--- src/rtl/pipelined_control_unit.sv ---
// rtl/pipelined_control_unit.sv - registered, handshaked LEGv8 main control decoder with output FIFO
//
// Purpose:
//    Decodes each accepted 11-bit opcode (instruction bits [31:21]) into the
//    LEGv8 main-control vector plus an illegal flag. The result is queued in a
//    DEPTH-entry FIFO with valid/ready flow control. A flush empties the queue.
//    A saturating counter tracks accepted illegal opcodes.
//
// Configuration macro:
//    DECODE_BRANCH_EN - when defined, CBZ (10110100xxx) and B (000101xxxxx)
//                       decode to branch controls. Otherwise both decode as
//                       illegal and UncondBranch is tied to 0.
//
// Ports:
//    clk          rising-edge clock
//    reset        synchronous, active-high reset
//    flush        drops all queued entries and any concurrent push
//    in_valid     opcode present
//    in_ready     block can accept an opcode (count < DEPTH, low during reset)
//    opcode       instruction bits [31:21]
//    out_valid    head entry valid
//    out_ready    consumer takes the head entry
//    Reg2Loc..UncondBranch, ALUOp
//                 control fields of the head entry (0 when out_valid=0)
//    illegal      head entry opcode is undecodable (0 when out_valid=0)
//    illegal_cnt  saturating count of accepted illegal opcodes
module pipelined_control_unit #(
   parameter int DEPTH = 2,
   parameter int CNT_W = 8
) (
   input  logic             clk,
   input  logic             reset,
   input  logic             flush,
   input  logic             in_valid,
   output logic             in_ready,
   input  logic [10:0]      opcode,
   output logic             out_valid,
   input  logic             out_ready,
   output logic             Reg2Loc,
   output logic             ALUSrc,
   output logic             MemtoReg,
   output logic             RegWrite,
   output logic             MemRead,
   output logic             MemWrite,
   output logic             Branch,
   output logic             UncondBranch,
   output logic [1:0]       ALUOp,
   output logic             illegal,
   output logic [CNT_W-1:0] illegal_cnt
);

   localparam int PW = (DEPTH > 1) ? $clog2(DEPTH) : 1;

   // Entry layout:
   //    [0] Reg2Loc  [1] ALUSrc  [2] MemtoReg  [3] RegWrite
   //    [4] MemRead  [5] MemWrite [6] Branch   [8:7] ALUOp
   //    [9] illegal  [10] UncondBranch (only stored when branches decode)
`ifdef DECODE_BRANCH_EN
   localparam int EW = 11;
`else
   localparam int EW = 10;
`endif

   logic [EW-1:0] mem [DEPTH];
   logic [EW-1:0] dec;
   logic [EW-1:0] head_entry;
   logic [PW-1:0] head;
   logic [PW-1:0] tail;
   logic [PW:0]   count;
   logic          push;
   logic          pop;

   // in_ready depends only on the count register (and reset), so there is no
   // combinational path from out_ready; a full FIFO cannot take a word in the
   // same cycle it pops.
   assign in_ready  = !reset && (count < (PW+1)'(DEPTH));
   assign out_valid = (count != '0);
   assign push      = in_valid && in_ready && !flush;
   assign pop       = out_valid && out_ready && !flush;

   always_comb begin
      dec    = '0;
      dec[9] = 1'b1;
      casez (opcode)
         11'b10001011000,
         11'b11001011000,
         11'b10001010000,
         11'b10101010000: begin
            dec[9]   = 1'b0;
            dec[3]   = 1'b1;
            dec[8:7] = 2'b10;
         end
         11'b11111000010: begin
            dec[9] = 1'b0;
            dec[1] = 1'b1;
            dec[2] = 1'b1;
            dec[3] = 1'b1;
            dec[4] = 1'b1;
         end
         11'b11111000000: begin
            dec[9] = 1'b0;
            dec[0] = 1'b1;
            dec[1] = 1'b1;
            dec[5] = 1'b1;
         end
`ifdef DECODE_BRANCH_EN
         11'b10110100???: begin
            dec[9]   = 1'b0;
            dec[0]   = 1'b1;
            dec[6]   = 1'b1;
            dec[8:7] = 2'b01;
         end
         11'b000101?????: begin
            dec[9]  = 1'b0;
            dec[10] = 1'b1;
         end
`endif
         default: dec[9] = 1'b1;
      endcase
   end

   always_ff @(posedge clk) begin
      if (reset) begin
         head        <= '0;
         tail        <= '0;
         count       <= '0;
         illegal_cnt <= '0;
      end else begin
         if (flush) begin
            head  <= '0;
            tail  <= '0;
            count <= '0;
         end else begin
            if (push) tail <= tail + 1'b1;
            if (pop)  head <= head + 1'b1;
            case ({push, pop})
               2'b10:   count <= count + 1'b1;
               2'b01:   count <= count - 1'b1;
               default: count <= count;
            endcase
         end
         // push already excludes flush, so an ignored illegal opcode is not counted
         if (push && dec[9] && (illegal_cnt != {CNT_W{1'b1}}))
            illegal_cnt <= illegal_cnt + 1'b1;
      end
   end

   // Storage needs no reset: out_valid masks every stale entry.
   always_ff @(posedge clk) begin
      if (push) mem[tail] <= dec;
   end

   assign head_entry = out_valid ? mem[head] : '0;

   assign Reg2Loc  = head_entry[0];
   assign ALUSrc   = head_entry[1];
   assign MemtoReg = head_entry[2];
   assign RegWrite = head_entry[3];
   assign MemRead  = head_entry[4];
   assign MemWrite = head_entry[5];
   assign Branch   = head_entry[6];
   assign ALUOp    = head_entry[8:7];
   assign illegal  = head_entry[9];
`ifdef DECODE_BRANCH_EN
   assign UncondBranch = head_entry[10];
`else
   assign UncondBranch = 1'b0;
`endif

endmodule

--- config.mk ---
export PLATFORM = sky130hd
export DESIGN_NAME = pipelined_control_unit
export DESIGN_NICKNAME = d
export VERILOG_FILES = /design/src/rtl/pipelined_control_unit.sv
export SDC_FILE = /design/constraint.sdc
export NUM_CORES = 1
export LEC_CHECK = 0
export CELL_PAD_IN_SITES_DETAIL_PLACEMENT = 1
export CELL_PAD_IN_SITES_GLOBAL_PLACEMENT = 2
export CORE_UTILIZATION = 28
export DETAILED_ROUTE_END_ITERATION = 8
export GPL_TIMING_DRIVEN = 0
export PLACE_DENSITY = 0.89
export REMOVE_ABC_BUFFERS = 1
export SYNTH_ARGS = -nofsm -noshare
export SYNTH_HDL_FRONTEND = slang
export SYNTH_SLANG_ARGS = --single-unit
--- constraint.sdc ---
create_clock -name clk -period 1.96 [get_ports clk]
set_input_delay 0.392 -clock clk [delete_from_list [all_inputs] [get_ports clk]]
set_output_delay 0.392 -clock clk [all_outputs]
set_load 0.05 [all_outputs]
# --- After elaboration in Yosys (flattened, before gate mapping) ---
# Memory sizes are Yosys's and may differ from the RTL's. A register that Yosys moved wholly into a read port is not among the register bits.
# Cells that the tools add are included.
classes:
  n_reduce_logical: 16
  add_sub_neg: 5
  order_cmp: 1
  eq_ne: 9
  muxes: 12
ops:
  columns: ["op", "n"]
  rows:
  - ["$eq A11 B11 Y1 const B", 6]
  - ["$mux W10", 1]
  - ["$mux W1", 9]
  - ["$add A8 B1 Y8 const B", 1]
  - ["$ne A8 B8 Y1 const B", 1]
  - ["$logic_and A1 B1 Y1", 7]
  - ["$reduce_or A6 Y1", 1]
  - ["$reduce_or A5 Y1", 1]
  - ["$pmux W2 S2", 1]
  - ["$reduce_bool A2 Y1", 2]
  - ["$reduce_or A2 Y1", 2]
  - ["$reduce_or A4 Y1", 1]
  - ["$add A1 B1 Y1 const B", 2]
  - ["$add A2 B1 Y2 const B", 1]
  - ["$eq A2 B1 Y1 const B", 1]
  - ["$eq A2 B2 Y1 const B", 1]
  - ["$logic_not A1 Y1", 2]
  - ["$lt A2 B2 Y1 const B", 1]
  - ["$mux W2", 1]
  - ["$sub A2 B1 Y2 const B", 1]
totals:
  output_inout_bits: 21
  elab_cells: 48
  reg_bits: 12
  mem_count: 1
  ram_bits: 18
memory_table:
  columns: ["memory", "words", "width", "read_ports", "rd_clocked_by_memory_dff", "write_ports", "line_no", "text"]
  rows:
  - ["mem", 2, 9, 1, 1, 1, "64", "logic [EW-1:0] mem [DEPTH];"]

# --- Depth between registers and ports, before layout ---
# Gate-level depths: netlist (run 1).
depth:
  ltp_word: 6
  ltp_mapped: 9

# --- Worst setup path after synthesis (run 1) ---
# OpenSTA, ideal clock, no wires.
synth_timing:
  path_kind: "reg-to-output"
  from: "register (tool-made name)"
  to: "output MemtoReg"
  required_ps: 1568
  n_path_buf: 2
  arrival_time_ps: 1714
  slack_ps: -146
  path_stages_with_launch: 5
  cell_sequence: "dfxtp_1 clkbuf_1 mux2i_1 nor2_1 buf_4"
synth_lines:
  columns: ["element", "line_no", "text"]
  rows:
  - ["end, declared", "41", "output logic MemtoReg,"]

# --- Final worst setup path (run 1) ---
layout_timing:
  from: "register illegal_cnt[5]"
  to: "output illegal_cnt[5]"
layout_lines:
  columns: ["element", "line_no", "text"]
  rows:
  - ["start, declared", "49", "output logic [CNT_W-1:0] illegal_cnt"]
  - ["start signal, assigned", "144", "illegal_cnt <= illegal_cnt + 1'b1;"]
# No word-level cell between the ends.

==> results.toml, run 1 <==
[clock_tree]
numCtsBuffers = 3
cts_sinks = 25
root_buffer = "clkbuf_8"
insertion_delay_ns = 0.27
clk_pin_slew_ns = 0.08
tritoncts = "done"
cts_hold_buf = 0
h-tree-depth = 1
cts_buffer_depth = 2

[logic_synthesis]
yosysSeqAreaShare_pct = 51.13
synth-edff-count = 12
synthSimpleGateAreaFrac_pct = 19.48
yosys.cell_types.count = 36
synth_cells = 116
synthAdderAreaFrac_pct = 2.062
ys_ff_latch = 25
synth-compound-area-share_pct = 10.93
yosys_most_used_dff = "dfxtp_1"
synth_mux_area_share_pct = 5.876
synth_top_family_by_area = "simple AND/OR/NAND/NOR gates"
syn-cell-area_um2 = 1214
syn_area_per_cell_um2 = 10.46
synth-xor-area-share_pct = 3.608
yosysWarnings = 0
synth_async_sr_flop_share_pct = 0

[cells_and_area]
drive_gt1_share_pct = 18.54
nets = 170
syn_to_final_growth_pct = 34.74
insertedDiodeCount = 0
finalCoreUtilization_pct = 40.02
instances_no_fill = 201
design_area_um2 = 1635

[critical_path]
required_ns = 1.57
start_kind = "flop"
critPathMaxStageDelay_ns = 0.83
crit_family = "buffers and inverters"
worstSetupPathType = "flop to output port"
critPathBufInv = 1
cp_slowest_cell = "clkdlybuf4s50_1"
critPathArrivalTime_ns = 1.50
cp_max_fo = 5
endpoint_kind = "output port"
crit_chain = "clkdlybuf4s50_1"

[global_route]
grt_first_pass_wirelength_um = 4498
grt_max_degree = 15
grt_overflow = 0
grt_busiest_layer = "met2"
grt_pass1_vias = 977
globalRouteMet3Util_pct = 2.167
track_usage_pct = 13.26
gr-usage-met1_pct = 14.92
antenna_found_initial = 0
grt_util_met2_pct = 24.50

[die]
die_h_um = 67.84
core_um2 = 4086
dieWidth_um = 67.84
ios = 37
rows = 23
initial_core_util_pct = 29.70
dieArea_um2 = 4602

[timing]
slew_violations = 0
hold_viol = 0
fin_ws_ns = 0.06417
setup_tns_ns = 0
fmax_mhz = 527.5
finalSetupViolations = 0
fin_crit_sh_pct = 96.73
worst_pin_slew_ns = 0.5271
skew_ns = 0.002338
rsz0062_at_grt = "false"
slew_headroom_pct = 64.73
fin_crit_ns = 1.896

[placed_design]
place_area_um2 = 1549
placedCellCount = 192
io_buffers = 33
place.gp.congestion = 0.7272
dp_hpwl_um = 2114
pre_cts_ws_ns = -0.8836

[drt]
routed_wl_um = 2905
vias = 991
drcViolationCount = 0
via_per_inst = 4.930
drt-initial-drc-count = 3
first_pass_iters = 2
wl_per_cell_um = 14.45
final_antenna_net_count = 0

[pwr]
ir_drop_mv = 0.2272
p_leak_nw = 0.6184
power_density_nw_per_um2 = 586.4

[run_status]
status = "finished clean"

[hold_path]
hp-class = "primary input to flop"

[run]
drv_cap = 0
## repair_timing
| action | 4_1_cts | 5_1_grt |
|---|---|---|
| pin swaps | 5 | 2 |
| cloned | 1 | 0 |
| gates resized for setup | 32 | 16 |
| setup endpoints to repair | 35 | 18 |
| setup buffers | 3 | 1 |
## cell usage in the layout, fill, tap and decap left out, types with 2 or more instances in the layout
| master | n |
|---|---|
| dlygate4sd2_1 | 5 |
| mux2i_1 | 6 |
| edfxtp_1 | 12 |
| clkbuf_8 | 3 |
| o311ai_1 | 2 |
| buf_4 | 4 |
| or3_1 | 5 |
| a21oi_1 | 6 |
| dlymetal6s2s_1 | 2 |
| and3_1 | 3 |
| clkdlybuf4s50_1 | 16 |
| inv_1 | 4 |
| o21a_2 | 2 |
| nand4_1 | 3 |
| xor2_1 | 2 |
| dfxtp_1 | 13 |
| clkdlybuf4s15_2 | 4 |
| ha_1 | 2 |
| and2_1 | 2 |
| nand2_1 | 3 |
| conb_1 | 3 |
| nor3_1 | 5 |
| clkbuf_2 | 5 |
| o41ai_1 | 2 |
| o21ai_0 | 6 |
| nor2_1 | 13 |
| xnor2_1 | 3 |
## state kept, by name, summed over array words and instances (netlist names), named ones only
signal,cells
mem,12
illegal_cnt,8
count,2
head,1
tail,1
## logic make-up after synthesis
logic type / Yosys count
fa+ha+maj: 2
mux: 7
buf+inv: 13
xor+xnor: 5
flops: 25
simple gates: 44
other cells: 1
compound gates: 19
## final cells by class
| type | count | area [µm²] |
|---|---|---|
| fill | 466 | 2451 |
| sequential | 25 | 620.6 |
| multi-input combinational | 81 | 558.0 |
| timing repair buffer | 37 | 334.1 |
| tap | 50 | 62.56 |
| clock buffer | 4 | 45.04 |
| inverter | 4 | 15.01 |
## cell usage after synthesis, types with 2 or more instances
master	number	area, µm²
o21ai_0	6	30.03
nand2_1	3	11.26
nor3_1	5	25.02
inv_1	4	15.01
nor2_1	14	52.55
xor2_1	2	17.52
and2_1	2	12.51
o41ai_1	2	17.52
ha_1	2	25.02
buf_4	6	45.04
and3_1	3	18.77
edfxtp_1	12	360.4
nand4_1	3	18.77
or3_1	5	31.28
xnor2_1	3	26.28
mux2i_1	6	60.06
a21oi_1	6	30.03
o311ai_0	2	17.52
dfxtp_1	13	260.3
## power breakdown
part           total (W)  internal, W  switching, W  leakage (nW)
clock network   0.000301     0.000145      0.000155        0.0228
registers       0.000551     0.000548    0.00000355         0.217
logic           0.000107    0.0000454     0.0000618         0.378
total           0.000959     0.000738      0.000221         0.618
## worst paths after layout
check                         startpoint                          end  slack (ns)  cells after the start
max          illegal_cnt[5]$_SDFFE_PP0P_               illegal_cnt[5]        0.06                      1
min                                flush            tail$_SDFFE_PP0P_        0.39                      2
min reg2reg  illegal_cnt[6]$_SDFFE_PP0P_  illegal_cnt[6]$_SDFFE_PP0P_        0.52                      2
max reg2reg        count[1]$_SDFFE_PP0P_  illegal_cnt[5]$_SDFFE_PP0P_        0.12                      5
## per-stage QoR
stage | total power, W | hold WS (ns)
after global placement | 0.0006620 | 0.4893
after global routing | 0.0009978 | 0.3997
after CTS | 0.0009652 | 0.4846
after detailed placement | 0.0006659 | 0.5162
final | 0.0009590 | 0.3912
after floorplan | 0.0006136 | 0.4611
## routing by layer
layer	wire, µm	part of all wire (%)
met1	1183	41
met2	1569	54
met3	121	4.2
met4	31	1.1
met5	0	0
(Power assumes the default switching activity.)
==> run 2: changes to the inputs <==
CORE_ASPECT_RATIO = 0.6   (was default)
CORE_MARGIN = 2   (was default)
==> results.toml, run 2 (synthesis gave the netlist of run 1 again) <==
[drt]
vias = 1007
via_per_inst = 4.750
final_antenna_net_count = 0
drt-initial-drc-count = 26
wl_per_cell_um = 15.05
routed_wl_um = 3190
first_pass_iters = 4
drcViolationCount = 0

[global_route]
grt_first_pass_wirelength_um = 4988
grt_pass1_vias = 1054
grt_max_degree = 15
antenna_found_initial = 0
grt_overflow = 0
track_usage_pct = 13.82

[die]
rows = 18
dieWidth_um = 89.00
die_h_um = 55.00
dieArea_um2 = 4894
initial_core_util_pct = 29.29
core_um2 = 4144
ios = 37

[pwr]
p_switching_w = 0.0002246
clockPowerShare_pct = 31.0
pwr-share-comb_pct = 11.8
p_seq_share_pct = 57.3
p_leak_nw = 0.6913
switching_share_pct = 23.38
power_density_nw_per_um2 = 559.6
intPower_w = 0.0007360
ir_drop_mv = 0.3144
power_w = 0.0009606

[cells_and_area]
largest_reg_flops = 12
final-seq-area_um2 = 625.6
finalCoreUtilization_pct = 41.43
nets = 171
final_cell_mix = "15 x clkdlybuf4s50_1, 12 x nor2_1, 12 x edfxtp_1"
top_regs = "mem: 12 flops, illegal_cnt: 8 flops, count: 2 flops"
fill_cells = 493
regMostFlops = "mem"
instances_no_fill = 212
syn_to_final_growth_pct = 41.44
drive_gt1_share_pct = 24.34
multi_input_area_um2 = 600.6
layout.cells.most_common = "clkdlybuf4s50_1"
insertedDiodeCount = 0

[timing]
hold_viol = 0
finalSetupViolations = 0
fin_crit_ns = 1.952
slew_headroom_pct = 61.93
rsz0062_at_grt = "true"
fmax_mhz = 512.2
fin_ws_ns = 0.007628
skew_ns = 0.004464
fin_crit_sh_pct = 99.61
worst_pin_slew_ns = 0.5664
slew_violations = 0

[critical_path]
endpoint = "illegal_cnt[5]$_SDFFE_PP0P_"
worst-r2r-cell-count = 5
setup.worst_path.start = "count[1]$_SDFFE_PP0P_"
rrSetupSlack_ns = 0.008
reg2reg_to = "illegal_cnt[5]$_SDFFE_PP0P_"
r2r-start = "count[1]$_SDFFE_PP0P_"
worstSetupPathType = "flop to flop"
endpoint_kind = "flop"
start_kind = "flop"
critPathArrivalTime_ns = 2.16
cp_max_fo = 5
required_ns = 2.16

[placed_design]
io_buffers = 33
pre_cts_ws_ns = -0.9139
place.gp.congestion = 0.7585
placedCellCount = 202
dp_hpwl_um = 2349

[clock_tree]
clk_pin_slew_ns = 0.09
cts_buffer_depth = 2
cts_sinks = 25
insertion_delay_ns = 0.26
tritoncts = "done"
numCtsBuffers = 3
h-tree-depth = 1
root_buffer = "clkbuf_8"

[run_status]
status = "finished clean"

[hold_path]
hp-class = "primary input to flop"

[run]
drv_cap = 0
[run 2: area by class of cell]
type,instances,area share [%]
tap,60,4.373
inverter,4,0.8746
timing repair buffer,38,20.63
clock inverter,1,0.2915
multi-input combinational,81,34.99
sequential,25,36.44
clock buffer,3,2.405
[run 2: power by group through the flow]
stage	sequential (W)	combinational, W	clock [W]
2_1_floorplan	0.000567	0.0000467	0
3_3_place_gp	0.000563	0.000100	0
3_5_place_dp	0.000563	0.000104	0
4_1_cts	0.000551	0.000108	0.000303
5_1_grt	0.000551	0.000121	0.000330
6_report	0.000550	0.000113	0.000298
[run 2: repair_timing]
item	in CTS	in global routing
pin swaps	5	8
hold buffers	0	0
cloned	1	0
endpoints found under the setup margin	33	24
resized for setup	34	29
setup buffers	3	2
[run 2: worst max-delay path: stages, from the launching register on]
cell     delay (ns)
dfxtp_4        0.37
or4b_4         0.60
a31oi_4        0.23
nand4_1        0.16
or3_1          0.37
a21oi_2        0.15
[run 2: through the flow]
stage,cell area (µm²),TNS (ns),hold slack (ns)
floorplan,1156,-1.064,0.4611
global placement,1562,-17.49,0.4907
detailed placement,1562,-19.48,0.5185
CTS,1654,-0.1072,0.4761
global route,1717,-0.1257,0.4805
finish,1717,0,0.4863
[run 2: worst min path at each step]
stage                                startpoint                           to  slack (ns)  cells past startpoint
floorplan                                 reset  illegal_cnt[0]$_SDFFE_PP0P_        0.46                      1
global placement    illegal_cnt[6]$_SDFFE_PP0P_  illegal_cnt[6]$_SDFFE_PP0P_        0.49                      2
detailed placement  illegal_cnt[6]$_SDFFE_PP0P_  illegal_cnt[6]$_SDFFE_PP0P_        0.52                      2
CTS                                       flush            tail$_SDFFE_PP0P_        0.48                      2
global route                              flush        count[1]$_SDFFE_PP0P_        0.48                      2
finish                                    reset  illegal_cnt[6]$_SDFFE_PP0P_        0.49                      2
[run 2: routing by layer]
layer  up-vias  global-route usage, %  share of wire [%]
met5         -                      0                  0
met4         0                  3.731                1.2
met3         4                  2.226                4.4
met2        32                  26.37                 50
met1       484                  16.55                 44
li1        487                      -                  -
==> run 3: changes to the inputs <==
CAP_MARGIN = 10   (was default)
CTS_CLUSTER_SIZE = 28   (was default)
PLACE_DENSITY = default   (was 0.89)
PLACE_DENSITY_LB_ADDON = 0.08   (was default)
==> results.toml, run 3 (synthesis gave the netlist of run 1 again) <==
[critical_path]
critPathBufInv = 1
endpoint_kind = "output port"
start_kind = "flop"
critPathArrivalTime_ns = 1.49
cp_slowest_cell = "clkdlybuf4s50_1"
required_ns = 1.57
crit_chain = "clkdlybuf4s50_1"
crit_family = "buffers and inverters"
cp_max_fo = 5
critPathMaxStageDelay_ns = 0.83
worstSetupPathType = "flop to output port"

[clock_tree]
root_buffer = "clkbuf_8"
h-tree-depth = 1
tritoncts = "done"
cts_sinks = 25
cts_hold_buf = 0
cts_buffer_depth = 2
numCtsBuffers = 3
insertion_delay_ns = 0.27
clk_pin_slew_ns = 0.10

[global_route]
grt_pass1_vias = 922
grt_overflow = 0
grt_max_degree = 16
grt_first_pass_wirelength_um = 4878
antenna_found_initial = 0
track_usage_pct = 13.73

[cells_and_area]
insertedDiodeCount = 0
layout.cells.most_common = "clkdlybuf4s50_1"
drive_gt1_share_pct = 21.33
fill_cells = 471
largest_reg_flops = 12
final_cell_mix = "14 x clkdlybuf4s50_1, 13 x nor2_1, 12 x edfxtp_1"
instances_no_fill = 210
regMostFlops = "mem"
top_regs = "mem: 12 flops, illegal_cnt: 8 flops, count: 2 flops"
nets = 169
syn_to_final_growth_pct = 39.79

[die]
rows = 18
dieWidth_um = 89.00
die_h_um = 55.00
dieArea_um2 = 4894
core_um2 = 4144
initial_core_util_pct = 29.29
ios = 37

[timing]
fmax_mhz = 530.2
fin_crit_ns = 1.886
hold_viol = 0
setup_tns_ns = 0
skew_ns = 0.007454
fin_ws_ns = 0.07394
slew_violations = 0
slew_headroom_pct = 60.30
finalSetupViolations = 0
rsz0062_at_grt = "false"
fin_crit_sh_pct = 96.23
worst_pin_slew_ns = 0.5933

[pwr]
p_leak_nw = 0.6813
ir_drop_mv = 0.2361
power_density_nw_per_um2 = 579.4

[placed_design]
io_buffers = 33
place.gp.congestion = 0.6792
pre_cts_ws_ns = -0.9061
dp_hpwl_um = 2125
placedCellCount = 202

[drt]
drt-initial-drc-count = 40
drcViolationCount = 0
first_pass_iters = 4
vias = 1014
via_per_inst = 4.829
routed_wl_um = 3064
final_antenna_net_count = 0
wl_per_cell_um = 14.59

[run]
drv_cap = 0

[run_status]
status = "finished clean"

[hold_path]
hp-class = "primary input to flop"
run 3: changes by cell type in the layout (fill, tap and decap cells not counted), moves of 2 or more:
cell	delta
clkbuf_2	-2
a21oi_2	-2
clkdlybuf4s15_2	+3
dlymetal6s2s_1	+2
a21oi_1	+2
run 3: final timing paths:
path	start	endpoint	slack [ns]	cells after the start
max	illegal_cnt[5]$_SDFFE_PP0P_	illegal_cnt[5]	0.07	1
min	flush	count[1]$_SDFFE_PP0P_	0.37	2
max reg2reg	count[1]$_SDFFE_PP0P_	illegal_cnt[7]$_SDFFE_PP0P_	0.09	5
min reg2reg	illegal_cnt[6]$_SDFFE_PP0P_	illegal_cnt[6]$_SDFFE_PP0P_	0.52	2
run 3: where the power goes:
part / total, W / internal, W / switching (W)
clock network: 0.000322 / 0.000144 / 0.000178
registers: 0.000551 / 0.000548 / 0.00000345
logic: 0.000110 / 0.0000464 / 0.0000634
run 3: per-stage QoR:
step | utilization (%) | power (W) | hold slack, ns | cell area, µm²
finish | 40.94 | 0.0009831 | 0.3696 | 1697
global route | 40.94 | 0.001027 | 0.3878 | 1697
CTS | 39.70 | 0.0009886 | 0.4794 | 1645
detailed placement | 37.68 | 0.0006666 | 0.5018 | 1562
global placement | 37.68 | 0.0006643 | 0.4897 | 1562
floorplan | - | 0.0006136 | 0.4611 | 1156
run 3: repair_timing:
action                                  in CTS  in global routing
pin swaps                                    2                  7
buffers inserted                             1                  2
gates cloned                                 1                  0
endpoints found under the setup margin      33                 29
resized for setup                           34                 24
run 3: layer usage:
layer	vias to the layer above	wire length (µm)	GRT usage, %	part of all wire (%)
li1	489	-	-	-
met1	492	1509	19.71	49
met2	31	1373	20.15	45
met3	2	166	4.006	5.4
met4	0	14	3.731	0.46
met5	-	0	0	0
run 3: layout make-up:
| class | count | area, µm² | share of cell area, % |
|---|---|---|---|
| Multi-Input combinational cell | 81 | 576.8 | 34.00 |
| Timing Repair Buffer | 36 | 357.8 | 21.09 |
| Tap cell | 60 | 75.07 | 4.425 |
| Clock buffer | 3 | 41.29 | 2.434 |
| Inverter | 4 | 15.01 | 0.8850 |
| Clock inverter | 1 | 7.507 | 0.4425 |
| Sequential cell | 25 | 623.1 | 36.73 |
